## src/rtl/byte_striping_param_pkg.sv

```systemverilog
// Shared definitions for the byte striper: FSM state type, lane_sel
// encodings, default pad word and the lane-count decode with clamping.
package byte_striping_param_pkg;

    typedef enum logic {
        ST_IDLE,
        ST_FILL
    } stripe_state_e;

    localparam logic [1:0] SEL_1_LANE  = 2'd0;
    localparam logic [1:0] SEL_2_LANES = 2'd1;
    localparam logic [1:0] SEL_4_LANES = 2'd2;
    localparam logic [1:0] SEL_8_LANES = 2'd3;

    localparam logic [7:0] DEFAULT_PAD = 8'h00;

    // Requested lane count for a lane_sel code, clamped to the physical lanes.
    function automatic int unsigned lanes_from_sel(input logic [1:0] sel,
                                                   input int unsigned num_lanes);
        int unsigned req;
        req = 32'd1 << sel;
        return (req > num_lanes) ? num_lanes : req;
    endfunction

    // True when lane_sel asks for more lanes than physically exist.
    function automatic logic sel_exceeds(input logic [1:0] sel,
                                         input int unsigned num_lanes);
        return (32'd1 << sel) > num_lanes;
    endfunction

endpackage

```

## src/rtl/byte_striping_param_stripe_lane_buf.sv

```systemverilog
// Per-lane word buffer for one stripe. Stores the accepted word at the
// current pointer and presents the next stripe image: buffered lanes below
// the pointer, the word arriving this cycle at the pointer, pad elsewhere.
module byte_striping_param_stripe_lane_buf
    import byte_striping_param_pkg::*;
#(
    parameter int          DATA_W    = 8,
    parameter int          NUM_LANES = 4,
    parameter int          PTR_W     = 2,
    parameter logic [DATA_W-1:0] PAD_VALUE = DATA_W'(DEFAULT_PAD)
) (
    input  logic                        clk,
    input  logic                        reset,
    input  logic                        wr_en,
    input  logic [PTR_W-1:0]            wr_ptr,
    input  logic [DATA_W-1:0]           wr_data,
    output logic [NUM_LANES*DATA_W-1:0] lane_data,
    output logic [NUM_LANES-1:0]        lane_mask
);

    logic [DATA_W-1:0] lane_q [NUM_LANES];
    logic [DATA_W-1:0] lane_d [NUM_LANES];

    // Write the accepted word into the lane addressed by the pointer.
    always_comb begin
        for (int k = 0; k < NUM_LANES; k++) begin
            lane_d[k] = lane_q[k];
        end
        if (wr_en) begin
            lane_d[wr_ptr] = wr_data;
        end
    end

    // Lane storage; cleared on reset so a discarded partial leaves no trace.
    always_ff @(posedge clk) begin
        for (int k = 0; k < NUM_LANES; k++) begin
            if (!reset) begin
                lane_q[k] <= '0;
            end else begin
                lane_q[k] <= lane_d[k];
            end
        end
    end

    // Stripe image with pad insertion: the word arriving now bypasses storage.
    always_comb begin
        for (int k = 0; k < NUM_LANES; k++) begin
            lane_data[k*DATA_W +: DATA_W] = PAD_VALUE;
            lane_mask[k]                  = 1'b0;
            if (PTR_W'(k) < wr_ptr) begin
                lane_data[k*DATA_W +: DATA_W] = lane_q[k];
                lane_mask[k]                  = 1'b1;
            end else if ((PTR_W'(k) == wr_ptr) && wr_en) begin
                lane_data[k*DATA_W +: DATA_W] = wr_data;
                lane_mask[k]                  = 1'b1;
            end
        end
    end

endmodule

```

## src/rtl/byte_striping_param.sv

```systemverilog
// Byte striper top: gathers stream words into stripes of a latched lane
// count, emits whole stripes aligned in one cycle, flushes a partial stripe
// with pad when the stream goes idle mid-stripe.
module byte_striping_param
    import byte_striping_param_pkg::*;
#(
    parameter int          DATA_W    = 8,
    parameter int          NUM_LANES = 4,
    parameter logic [DATA_W-1:0] PAD_VALUE = DATA_W'(DEFAULT_PAD),
    parameter int          CNT_W     = 16
) (
    input  logic                        clk,
    input  logic                        reset,
    input  logic                        valid,
    input  logic [DATA_W-1:0]           data,
    input  logic [1:0]                  lane_sel,
    output logic [NUM_LANES*DATA_W-1:0] data_out,
    output logic [NUM_LANES-1:0]        valid_out,
    output logic [CNT_W-1:0]            stripe_cnt,
    output logic                        cfg_err
);

    localparam int PTR_W = (NUM_LANES > 1) ? $clog2(NUM_LANES) : 1;

    stripe_state_e               state_q, state_d;
    logic [PTR_W-1:0]            ptr_q, ptr_d;
    logic [PTR_W-1:0]            a_last_q, a_last_d;
    logic [NUM_LANES*DATA_W-1:0] data_out_q, data_out_d;
    logic [NUM_LANES-1:0]        valid_out_q, valid_out_d;
    logic [CNT_W-1:0]            stripe_cnt_q, stripe_cnt_d;
    logic                        cfg_err_q, cfg_err_d;

    logic [NUM_LANES*DATA_W-1:0] lane_data;
    logic [NUM_LANES-1:0]        lane_mask;
    logic [PTR_W-1:0]            cur_last;
    logic                        emit;

    byte_striping_param_stripe_lane_buf #(
        .DATA_W    (DATA_W),
        .NUM_LANES (NUM_LANES),
        .PTR_W     (PTR_W),
        .PAD_VALUE (PAD_VALUE)
    ) u_lane_buf (
        .clk       (clk),
        .reset     (reset),
        .wr_en     (valid),
        .wr_ptr    (ptr_q),
        .wr_data   (data),
        .lane_data (lane_data),
        .lane_mask (lane_mask)
    );

    // Next-state logic: lane count comes from lane_sel only at a stripe start.
    always_comb begin
        state_d      = state_q;
        ptr_d        = ptr_q;
        a_last_d     = a_last_q;
        data_out_d   = data_out_q;
        valid_out_d  = '0;
        stripe_cnt_d = stripe_cnt_q;
        cfg_err_d    = 1'b0;

        if (state_q == ST_IDLE) begin
            cur_last = PTR_W'(lanes_from_sel(lane_sel, NUM_LANES) - 1);
        end else begin
            cur_last = a_last_q;
        end

        emit = (valid && (ptr_q == cur_last)) || ((state_q == ST_FILL) && !valid);

        if ((state_q == ST_IDLE) && valid) begin
            a_last_d  = cur_last;
            cfg_err_d = sel_exceeds(lane_sel, NUM_LANES);
        end

        if (valid) begin
            if (ptr_q == cur_last) begin
                ptr_d   = '0;
                state_d = ST_IDLE;
            end else begin
                ptr_d   = ptr_q + PTR_W'(1);
                state_d = ST_FILL;
            end
        end else if (state_q == ST_FILL) begin
            ptr_d   = '0;
            state_d = ST_IDLE;
        end

        if (emit) begin
            data_out_d   = lane_data;
            valid_out_d  = lane_mask;
            stripe_cnt_d = stripe_cnt_q + CNT_W'(1);
        end
    end

    // State and output registers; reset discards any partial stripe.
    always_ff @(posedge clk) begin
        if (!reset) begin
            state_q      <= ST_IDLE;
            ptr_q        <= '0;
            a_last_q     <= '0;
            data_out_q   <= '0;
            valid_out_q  <= '0;
            stripe_cnt_q <= '0;
            cfg_err_q    <= 1'b0;
        end else begin
            state_q      <= state_d;
            ptr_q        <= ptr_d;
            a_last_q     <= a_last_d;
            data_out_q   <= data_out_d;
            valid_out_q  <= valid_out_d;
            stripe_cnt_q <= stripe_cnt_d;
            cfg_err_q    <= cfg_err_d;
        end
    end

    assign data_out   = data_out_q;
    assign valid_out  = valid_out_q;
    assign stripe_cnt = stripe_cnt_q;
    assign cfg_err    = cfg_err_q;

endmodule

```

## config.mk

```make
export PLATFORM = sky130hd
export DESIGN_NAME = byte_striping_param
export DESIGN_NICKNAME = d
export VERILOG_FILES = /design/src/rtl/byte_striping_param_pkg.sv /design/src/rtl/byte_striping_param_stripe_lane_buf.sv /design/src/rtl/byte_striping_param.sv
export SDC_FILE = /design/constraint.sdc
export NUM_CORES = 1
export LEC_CHECK = 0
export CAP_MARGIN = 15
export CORE_MARGIN = 2
export CORE_UTILIZATION = 55
export DETAILED_ROUTE_END_ITERATION = 6
export PLACE_DENSITY_LB_ADDON = 0.05
export SYNTH_ARGS = -nofsm -noshare
export SYNTH_HDL_FRONTEND = slang
export SYNTH_SLANG_ARGS = --single-unit
```

## constraint.sdc

```tcl
create_clock -name clk -period 4.78 [get_ports clk]
set_clock_uncertainty 0.2 [all_clocks]
set_input_delay 0.956 -clock clk [delete_from_list [all_inputs] [get_ports clk]]
set_output_delay 0.956 -clock clk [all_outputs]
set_load 0.05 [all_outputs]
```

# [After elaboration in Yosys (flattened, before gate mapping)]
# Memory sizes are Yosys's and may differ from the RTL's.
# Cells that the tools add are included.
[totals] output_inout_bits=53 ramBits=32 elab_cells=76 inputBits=13 memories=1 regBits=58
[memory_table] memory="u_lane_buf.lane_q" words=4 word_bits=8 rd=4 rd_ports_with_merged_regs=0 wr=4 line="byte_striping_param_stripe_lane_buf.sv:21" rtl="logic [DATA_W-1:0] lane_q [NUM_LANES];"
[classes] add_sub_neg=3 n_shift=1 order_cmp=7 bitwise_logic=6 eq_ne=4 mux=32 reduce_logical=15
[op_table] operator="$mux 8" count=13
[op_table] operator="$bwmux 32" count=1
[op_table] operator="$gt 32x3->1 const B" count=1
[op_table] operator="$mux 32" count=1
[op_table] operator="$shl 1x2->32 const A" count=1
[op_table] operator="$add 16x1->16 const B" count=1
[op_table] operator="$demux 8 s2" count=1
[op_table] operator="$mux 1" count=11
[op_table] operator="$mux 2" count=5
[op_table] operator="$logic_and 1x1->1" count=8
[op_table] operator="$reduce_and 2->1" count=3
[op_table] operator="$eq 2x2->1 const A" count=2
[op_table] operator="$lt 1x2->1 const A" count=2
[op_table] operator="$lt 2x2->1 const A" count=2
[op_table] operator="$or 1x1->1" count=4
[op_table] operator="$ge 3x3->1 const B" count=1
[op_table] operator="$lt 3x1->1 const B" count=1
[op_table] operator="$not 2->3" count=1
[op_table] operator="$add 2x1->2 const B" count=1
[op_table] operator="$eq 1x2->1 const A" count=1
[op_table] operator="$eq 2x2->1" count=1
[op_table] operator="$logic_not 2->1" count=1
[op_table] operator="$reduce_bool 2->1" count=1
[op_table] operator="$sub 2x1->2 const B" count=1
[op_table] operator="other kinds (3)" count=3

# [Logic depth before layout (Yosys ltp)]
[depth] ltp_word=9 depth_mapped=9

# [Cells and area by module]
# A second synthesis with hierarchy kept.
[hier_totals] cells_unflattened=443 area_unflattened_um2=3804.9
[by_module_without_submodules] mod="byte_striping_param" seq_area_each_um2=1161.1 area_per_inst_um2=2472.4 n_inst=1 cells_each=293
[by_module_without_submodules] mod="byte_striping_param_stripe_lane_buf" seq_area_each_um2=480.5 area_per_inst_um2=1332.5 n_inst=1 cells_each=150

# [Worst setup path before layout]
# No wires, ideal clock.
[synth_path] path_type="input to register" startpoint="in lane_sel[1]" endpoint="reg stripe_cnt_q[10] (netlist: stripe_cnt[10])" t_arrival_ps=2196 slack_ps=2313 required_ps=4510 path_stages=6 cell_sequence="nor3_2 -> nor3_2 -> o21ai_4 -> nand2_2 -> or4_1 -> a21oi_1"
[synth_via] elab_chain_len=8
[synth_lines] element="from (decl)" line="byte_striping_param.sv:16" rtl="input logic [1:0] lane_sel,"
[synth_lines] element="$shl 1x2->32 *" line="byte_striping_param_pkg.sv:21" rtl="req = 32'd1 << sel;"
[synth_lines] element="$gt 32x3->1" line="byte_striping_param_pkg.sv:22" rtl="return (req > num_lanes) ? num_lanes : req;"
[synth_lines] element="$mux 2 *" line="byte_striping_param_pkg.sv:22"
[synth_lines] element="$sub 2x1->2 *" line="byte_striping_param.sv:64" rtl="cur_last = PTR_W'(lanes_from_sel(lane_sel, NUM_LANES) - 1);"
[synth_lines] element="$mux 2 *" line="byte_striping_param.sv:63" rtl="if (state_q == ST_IDLE) begin"
[synth_lines] element="$eq 2x2->1 *" line="byte_striping_param.sv:69" rtl="emit = (valid && (ptr_q == cur_last)) || ((state_q == ST_FILL) && !valid);"
[synth_lines] element="$logic_and 1x1->1 *" line="byte_striping_param.sv:69"
[synth_lines] element="$logic_or 1x1->1 *" line="byte_striping_param.sv:69"
[synth_lines] element="to (signal assigned)" line="byte_striping_param.sv:112" rtl="stripe_cnt_q <= stripe_cnt_d;"
[synth_lines] element="to (decl)" line="byte_striping_param.sv:30" rtl="logic [CNT_W-1:0] stripe_cnt_q, stripe_cnt_d;"
# Every way passes the cells marked *; elsewhere a longest branch is shown, timed or not.
# A chain may end at the register's enable or synchronous reset.

# [Final worst setup path]
[layout_path] startpoint="in valid" endpoint="reg stripe_cnt_q[14] (netlist: stripe_cnt[14])"
[layout_via] elab_chain_len=3
[layout_lines] element="from (decl)" line="byte_striping_param.sv:14" rtl="input logic valid,"
[layout_lines] element="$logic_not 1->1" line="byte_striping_param.sv:69"
[layout_lines] element="$logic_and 1x1->1" line="byte_striping_param.sv:69"
[layout_lines] element="$logic_or 1x1->1 *" line="byte_striping_param.sv:69"
# Marked as above.

==> metrics.md <==
| Metric | Value |
|---|---|
| Max Cap Viol | 0 |
| Post-synth EDFFs | 0 |
| DRC Markers | 0 |
| # IOs | 66 |
| Crit path kind | input pin to flop |
| Final net count | 487 |
| Num CTS Buffers | 9 |
| Clock-pin slew on the worst setup and hold paths | around 80 ps |
| Slew HR | 37.8% |
| Initial antenna violation count | 0 |
| Cell count after synthesis | 417 |
| Vias in the first global route | between 2000 and 3000 |
| Worst setup margin | 1300 ps |
| IO Port Bufs | 65 |
| Worst-path maximum fanout | 35 |
| Via count | 3067 |
| Synthesized cell area | 3430 µm² |
| Worst VDD drop | 0.227 mV |
| Startpoint types | input pin |
| Seq/Total Area, Yosys | 47.9% |
| Grt total ovfl | 0 |
| PostCTS Resize Cnt | 0 |
| CTS max path bufs | 2 |
| Pwr dens | between 300 and 400 nW/µm² |
| WL final | 7.96 mm |
| Period utilization | 72.8% |
| Vias/cell | 5.60 |
| Fin cells | roughly 550 |
| Clk sinks | 82 |
| Post-DP HPWL | 5.34 mm |
| Root buf cell | clkbuf_8 |
| Total Routing Usage GR | a little under a quarter |
| RSZ-0062 raised after global routing | false |
| Syn nets | 436 |
| Worst EP arrival | about 3600 ps |
| GPL Wtd Cong | between 0.7 and 0.8 |
| Drt initial violations | 195 |
| Drt first pass iters | 4 |
| Area after DPL | 4060 µm² |
| Global-route wire length before repair | 13.3 mm |
| Post-Place Setup Slack | 938 ps |
| Final setup viols | 0 |
| Hold_buf cts | 0 |
| Worst-Margin Slew | 932 ps |
| Die area | 6880 µm² |
| Routed WL per cell | 14.5 µm |
| Die Ht | 82.9 µm |
| Min Clock Period, post-route | roughly 3500 ps |
| Avg Cell Area, Syn | a little over 8 µm² |
| Post-synth top flop | dfxtp_1 |
| Ys async rst share | 0% |
| Unique masters post-synth | 40 |
| Die X | 82.9 µm |
| Layout area overhead | 25.0% |
| Hold Crit Class | flop to flop |
| Share of cells above drive strength 1 | under 10% |
| Post-synthesis register bit count | 82 |
| Leak Pwr | ~1.5 nW |
| Post-CTS setup buffers | 0 |
| Largest net degree at the start of global routing | 54 |
| CP required | 4850 ps |
| Post-route ant nets | 0 |
| ANT cells | 0 |
| Post-route design area | around 4300 µm² |
| YS warnings | 0 |
| Core area | 5960 µm² |
| Final hold violations | 0 |
| Commonest non-fill, non-tap cell in the layout | dfxtp_1 |
| Rows | 28 |
| Dpl cells | 532 |
| Fin Setup TNS | 0 ps |
| Most frequent cells in the layout | dfxtp_1, nand2_1, clkdlybuf4s50_1 |
| Critical Path End Type | flop |
| CTS tree | yes |
| Status | finished, final reports clean |
| Final Max Tran Viols | 0 |
| Clock latency at the later pin of the worst-skew pair | 350 ps |
| Max frequency | 287 MHz |
| H-Tree Level Count | 3 |
| Initial Util | 57.5% |
-- synth_stat cells (3+ instances only) --
library cell / instances / area, µm²
ha_1: 6 / 75.1
nand4_1: 4 / 25.0
nand3_1: 17 / 85.1
nor3_1: 18 / 90.1
buf_2: 4 / 20.0
clkbuf_1: 18 / 67.6
nand2b_1: 13 / 81.3
nor2_1: 57 / 214
xor2_1: 5 / 43.8
a211oi_1: 17 / 128
and2_1: 7 / 43.8
and3_1: 6 / 37.5
a311oi_1: 8 / 70.1
a21oi_1: 40 / 200
mux2i_1: 5 / 50.1
dfxtp_1: 82 / 1640
o21ai_0: 3 / 15.0
nand2_1: 72 / 270
o31ai_1: 3 / 22.5
inv_1: 5 / 18.8
-- power by group --
part | switching [mW] | total [mW] | internal (mW)
registers | 0.0298 | 0.752 | 0.722
logic | 0.210 | 0.315 | 0.105
clock network | 0.254 | 0.550 | 0.296
-- final cells by class --
class / instances / area (µm²)
Sequential cell: 82 / 1640
Inverter: 6 / 22.5
Fill cell: 495 / 1670
Multi-Input combinational cell: 302 / 1640
Clock buffer: 10 / 128
Tap cell: 75 / 93.8
Clock inverter: 6 / 90.1
Timing Repair Buffer: 67 / 666
-- stage by stage --
| step | utilization, % | hold WS (ps) | power (mW) |
|---|---|---|---|
| 4_1_cts | 71.9 | 256 | 1.63 |
| 3_3_place_gp | 68.2 | 240 | 1.08 |
| 2_1_floorplan | - | 237 | 0.988 |
| 5_1_grt | 71.9 | 279 | 1.68 |
| 3_5_place_dp | 68.2 | 246 | 1.08 |
| 6_report | 71.9 | 253 | 1.62 |
-- worst paths after layout --
check / to / cells past startpoint / startpoint / slack [ps]
max: stripe_cnt[14]$_SDFFE_PN0P_ / 7 / valid / 1300
min: data_out[30]$_SDFFE_PN0P_ / 2 / data_out[30]$_SDFFE_PN0P_ / 250
max reg2reg: stripe_cnt[14]$_SDFFE_PN0P_ / 5 / ptr_q[1]$_SDFFE_PN0P_ / 1820
min reg2reg: data_out[30]$_SDFFE_PN0P_ / 2 / data_out[30]$_SDFFE_PN0P_ / 250
-- flip-flops by register name (all words and copies together) (netlist names) --
| signal | count |
|---|---|
| stripe_cnt | 16 |
| data_out | 32 |
| a_last_q | 2 |
| u_lane_buf.lane_q | 24 |
| ptr_q | 2 |
| cfg_err | 1 |
| state_q | 1 |
| valid_out | 4 |
-- cells by family after synthesis --
group / synth area share [%]
adders and majority gates: 2.19
buffers and inverters: 4.20
DFF: 47.9
AOI/OAI and AO/OA: 15.4
xor gates and xnor gates: 1.79
and+or+nand+nor: 27.0
muxes: 1.46
-- layer usage --
layer / up-vias / GRT usage, % / part of all wire [%]
met1: 1436 / 30.8 / 47
li1: 1528 / - / -
met4: 0 / 9.84 / 2.1
met2: 88 / 37.4 / 46
met5: - / 0 / 0
met3: 15 / 4.67 / 4.9
-- worst max-delay path: stages --
cell	delay [ps]
clkdlybuf4s50_1	630
nand3_1	210
a21oi_2	80
a211oi_4	390
nand2_2	470
or4b_1	660
a21oi_1	150
No activity file was read; power rests on OpenSTA's default activity.
